### config.mk
export PLATFORM = sky130hd
export DESIGN_NAME = elevator_request_scheduler
export DESIGN_NICKNAME = d
export VERILOG_FILES = /design/src/rtl/elevator_request_scheduler.sv
export SDC_FILE = /design/constraint.sdc
export NUM_CORES = 1
export LEC_CHECK = 0
export ABC_AREA = 1
export BUFFER_PORTS_ARGS = -buffer_cell sky130_fd_sc_hd__buf_2
export CORE_ASPECT_RATIO = 1.25
export CORE_UTILIZATION = 28
export CTS_CLUSTER_SIZE = 10
export DETAILED_ROUTE_END_ITERATION = 8
export SETUP_SLACK_MARGIN = 0.02
export SLEW_MARGIN = 10
export SYNTH_ARGS = -nofsm -noshare
export SYNTH_HDL_FRONTEND = slang
export SYNTH_SLANG_ARGS = --single-unit
### constraint.sdc
create_clock -name CLOCK_50 -period 3.5 [get_ports CLOCK_50]
set_clock_uncertainty 0.2 [all_clocks]
set_input_delay 1.05 -clock CLOCK_50 [delete_from_list [all_inputs] [get_ports CLOCK_50]]
set_output_delay 1.05 -clock CLOCK_50 [all_outputs]
set_load 0.02 [all_outputs]
### src/rtl/elevator_request_scheduler.sv
// Collective-SCAN request scheduler for a small elevator: latches cabin/hall
// requests, tracks floor and direction, and issues one-floor moves or door cycles.
module elevator_request_scheduler #(
    parameter int N_FLOORS = 4,
    parameter int FLOOR_W  = 2
) (
    input  logic                CLOCK_50,
    input  logic                RESET,
    input  logic [N_FLOORS-1:0] cab_req_n,
    input  logic [N_FLOORS-1:0] hall_req,
    input  logic                mv_ready,
    input  logic                mv_done,
    input  logic                door_ready,
    input  logic                door_done,
    output logic                mv_valid,
    output logic                mv_up,
    output logic                door_valid,
    output logic [FLOOR_W-1:0]  cur_floor,
    output logic [N_FLOORS-1:0] pending,
    output logic [1:0]          dir_state,
    output logic                busy,
    output logic                err
);

    typedef enum logic [2:0] {
        S_IDLE, S_DECIDE, S_MOVE_REQ, S_MOVING, S_DOOR_REQ, S_DOOR
    } state_t;

    typedef enum logic [1:0] {
        DIR_NONE = 2'b00,
        DIR_UP   = 2'b01,
        DIR_DOWN = 2'b10
    } dir_t;

    localparam int unsigned NF = N_FLOORS;

    state_t              state;
    dir_t                dir_q;
    logic [N_FLOORS-1:0] req_set;
    logic [N_FLOORS-1:0] req_clr;
    logic [N_FLOORS-1:0] pending_next;
    logic                has_up;
    logic                has_dn;
    logic                go_up;
    int unsigned         cur_u;
    int unsigned         dist_up;
    int unsigned         dist_dn;

    assign dir_state = dir_q;
    assign mv_up     = (dir_q == DIR_UP);

    // The car's own floor is masked during the door cycle so a held button
    // only re-registers once the door has finished.
    always_comb begin
        req_set = ~cab_req_n | hall_req;
        if (state == S_DOOR)
            req_set[cur_floor] = 1'b0;
        req_clr = '0;
        req_clr[cur_floor] = door_valid && door_ready;
        pending_next = (pending | req_set) & ~req_clr;
    end

    always_comb begin
        cur_u   = 32'(cur_floor);
        has_up  = 1'b0;
        has_dn  = 1'b0;
        dist_up = NF;
        dist_dn = NF;
        for (int unsigned i = 0; i < NF; i++) begin
            if (pending[i]) begin
                if (i > cur_u) begin
                    has_up = 1'b1;
                    if (i - cur_u < dist_up)
                        dist_up = i - cur_u;
                end else if (i < cur_u) begin
                    has_dn = 1'b1;
                    if (cur_u - i < dist_dn)
                        dist_dn = cur_u - i;
                end
            end
        end
        case (dir_q)
            DIR_UP:   go_up = has_up;
            DIR_DOWN: go_up = !has_dn;
            default:  go_up = has_up && (!has_dn || dist_up <= dist_dn);
        endcase
    end

    always_ff @(posedge CLOCK_50 or posedge RESET) begin
        if (RESET) begin
            state      <= S_IDLE;
            dir_q      <= DIR_NONE;
            cur_floor  <= '0;
            pending    <= '0;
            mv_valid   <= 1'b0;
            door_valid <= 1'b0;
            busy       <= 1'b0;
            err        <= 1'b0;
        end else begin
            pending <= pending_next;
            if ((mv_done && state != S_MOVING) || (door_done && state != S_DOOR))
                err <= 1'b1;
            case (state)
                S_IDLE: begin
                    if (pending != '0) begin
                        state <= S_DECIDE;
                        busy  <= 1'b1;
                    end
                end
                S_DECIDE: begin
                    if (pending == '0) begin
                        state <= S_IDLE;
                        dir_q <= DIR_NONE;
                        busy  <= 1'b0;
                    end else if (pending[cur_floor]) begin
                        state      <= S_DOOR_REQ;
                        door_valid <= 1'b1;
                    end else begin
                        state    <= S_MOVE_REQ;
                        mv_valid <= 1'b1;
                        dir_q    <= go_up ? DIR_UP : DIR_DOWN;
                    end
                end
                S_MOVE_REQ: begin
                    if (mv_ready) begin
                        state    <= S_MOVING;
                        mv_valid <= 1'b0;
                    end
                end
                S_MOVING: begin
                    if (mv_done) begin
                        cur_floor <= (dir_q == DIR_UP) ? cur_floor + FLOOR_W'(1)
                                                       : cur_floor - FLOOR_W'(1);
                        state     <= S_DECIDE;
                    end
                end
                S_DOOR_REQ: begin
                    if (door_ready) begin
                        state      <= S_DOOR;
                        door_valid <= 1'b0;
                    end
                end
                S_DOOR: begin
                    if (door_done)
                        state <= S_DECIDE;
                end
                default: state <= S_IDLE;
            endcase
        end
    end

endmodule

==> metrics <==
I/O Buffers=26; initial DRC count=76; vias=1,350; Die Y=80.7 µm; ratio of cells with drive above 1 in the final layout=0.232; Hold Vio Cnt, Final=0; Gate power share=0.727; fin. max-slew vios=0; switching part of the total=0.540; dpl cells=283; fin nets=261; global-route wire length before repair=5.97 mm; vias in the first global route=1,368; synthesized netlist cell count=195; setup_tns=0 ps; Syn Std Cell Area=1390 µm²; Die X-Extent=64.9 µm; GRT Overall Usage=0.146; Antenna Nets Post-Route=0; P_leak=0.893 nW; status=finished, final reports clean; n_diodes=0; H-tree levels=1; synth unique cells=30; largest net degree at the start of global routing=16; final setup violating endpoints=0; Post-DP HPWL=2.70 mm; Residual DRC=0; worst slew pin tran=629 ps; total congestion overflow=0; TritonCTS clock tree=built; DRT Wirelength=3.46 mm; sequential element share of the synthesized area=0.271; CP max FO=11; Rows=28; # Max-Cap Violations=0; Min-Delay Path Class=reg -> reg; NetSw=908 µW; Cell Int Power=774 µW; Syn. warnings=0; clock sinks=15; drt wl/cell=12.0 µm; CTS Buffer Depth=2; drt pass-1 iters=4; total CTS buffers=3; required time at the worst-slack endpoint=3430 ps; Filler cells=522; Starting Density=0.293; period utilization=0.898; P&R area growth vs syn=20.8%; syn_area_per_cell=7.11 µm²; Die Footprint=5240 µm²; Crit Path Class=reg -> reg; pwr dens=1000 nW/µm²; CP Capture Type=flop; #FFs+latches synth=15; peak supply drop=0.347 mV; Vias/cell=4.69; number of I/O pins=27; Worst-path clk slew=60 ps; initial antenna violation count=0; core area=4730 µm²; Worst EP arrival=3080 ps; Seq pwr share=0.189; hold buffer count at cts=0; Slew headroom=0.581; root buffer cell=clkbuf_8; Clock Power Share=0.084; Peak Freq=0.318 GHz; non-filler instance count after layout=288; Startpoint Class=flop; clk_lat worst skew=240 ps; GP Congestion=0.877; RSZ-0062 raised after global routing=false; Final Critical Period=3140 ps
[power groups by stage]
stage          sequential [mW]  clock [mW]  combinational, mW
2_1_floorplan            0.363           0              0.861
3_5_place_dp             0.322           0               1.20
3_3_place_gp             0.321           0               1.20
4_1_cts                  0.319       0.146               1.20
5_1_grt                  0.330       0.153               1.42
6_report                 0.318       0.142               1.22
[layout make-up]
| cell class | count | area (µm²) | area share |
|---|---|---|---|
| Inverter | 36 | 138 | 0.0822 |
| Tap cell | 60 | 75.1 | 0.0448 |
| Multi-Input combinational cell | 143 | 881 | 0.526 |
| Clock buffer | 4 | 45.0 | 0.0269 |
| Sequential cell | 15 | 377 | 0.225 |
| Timing Repair Buffer | 30 | 160 | 0.0956 |
[sequential cells by signal, summed over array words and instances, names as in the netlist]
name / cells
pending: 4
state: 3
cur_floor: 2
dir_state: 2
busy: 1
door_valid: 1
err: 1
mv_valid: 1
[Yosys cell counts (all sizes together)]
| cell | n | area, µm² |
|---|---|---|
| a21oi | 8 | 43.8 |
| a221o | 1 | 10.0 |
| a22oi | 4 | 30.0 |
| a31oi | 1 | 6.26 |
| and2 | 1 | 8.76 |
| buf | 2 | 12.5 |
| conb | 2 | 7.51 |
| dfrtp | 15 | 375 |
| ha | 18 | 225 |
| inv | 36 | 138 |
| nand2 | 47 | 196 |
| nand3 | 12 | 65.1 |
| nand4 | 4 | 25.0 |
| nor2 | 15 | 71.3 |
| nor3 | 4 | 20.0 |
| o211ai | 1 | 7.51 |
| o21ai | 14 | 70.1 |
| o21bai | 1 | 7.51 |
| o22a | 1 | 8.76 |
| o22ai | 5 | 31.3 |
| xor2 | 3 | 26.3 |
[metal layers]
layer  wire [µm]  part of all wire  track usage  up-vias
met5           0                 0            0        -
met4          29            0.0084       0.0689        0
met3         113             0.033       0.0156        2
met2        1740              0.50        0.256       26
met1        1580              0.46        0.176      623
li1            -                 -            -      699
[cell families (layout without fill, tap and decap cells)]
group                    Yosys count  count (layout)  synth area share
other                              2               3           0.00542
buffers and inverters             38              70             0.108
AO/OA/AOI/OAI                     36              36             0.155
XOR/XNOR                           3               3            0.0190
flip-flops                        15              15             0.271
adder cells (fa/ha/maj)           18              18             0.162
AND/OR/NAND/NOR                   83              83             0.279
[cell usage in the layout, fill, tap and decap left out, types with 2 or more instances in the layout]
cell	n
nand2_1	41
inv_1	32
buf_2	26
ha_1	17
dfrtp_1	14
nor2_1	13
nand3_1	11
o21ai_0	8
o21ai_1	6
a21oi_1	6
o22ai_1	5
nand2_2	5
nand4_1	4
a22oi_1	4
buf_4	4
inv_2	3
xor2_1	3
conb_1	3
clkbuf_8	3
nor3_1	2
nor2_4	2
a21oi_2	2
nor3_2	2
[worst paths after layout]
kind                               from            to  slack [ps]  depth (start not counted)
min                            mv_valid      mv_valid         270                          2
min reg2reg                    mv_valid      mv_valid         270                          2
min in group asynchronous         RESET      mv_valid         670                          2
max                        cur_floor[0]  dir_state[1]         360                         20
max reg2reg                cur_floor[0]  dir_state[1]         360                         20
max in group asynchronous         RESET  cur_floor[1]        1980                          2
[per-stage QoR]
step | setup slack [ps] | cell area (µm²) | power, mW | hold WS [ps] | utilization
final | 357 | 1680 | 1.68 | 273 | 0.354
after global routing | 13.3 | 1680 | 1.90 | 309 | 0.354
after CTS | 224 | 1650 | 1.67 | 277 | 0.349
after detailed placement | 234 | 1610 | 1.52 | 262 | 0.339
after global placement | 298 | 1610 | 1.52 | 257 | 0.339
after floorplan | 258 | 1390 | 1.22 | 375 | -
[critical path, cell delays in order, from the launching register on]
cell and delay [ps]:
dfrtp_1 400, buf_4 200, ha_1 260, nor2_1 150
nand3_2 110, nor2_1 150, inv_1 60, ha_1 270
nand2_1 60, nand2_1 50, nand2_2 60, nand2_2 60
nand2_1 60, o21ai_1 70, ha_1 310, a21oi_1 160
o21ai_0 90, nand3_1 80, nand3_1 60, nand2_1 90
o21ai_1 60
[repair_timing]
item	in CTS	in global routing
endpoints found under the setup margin	0	2
resized for setup	0	5
endpoints found under the hold margin	0	0
setup buffers	0	1
(Power assumes the default switching activity.)
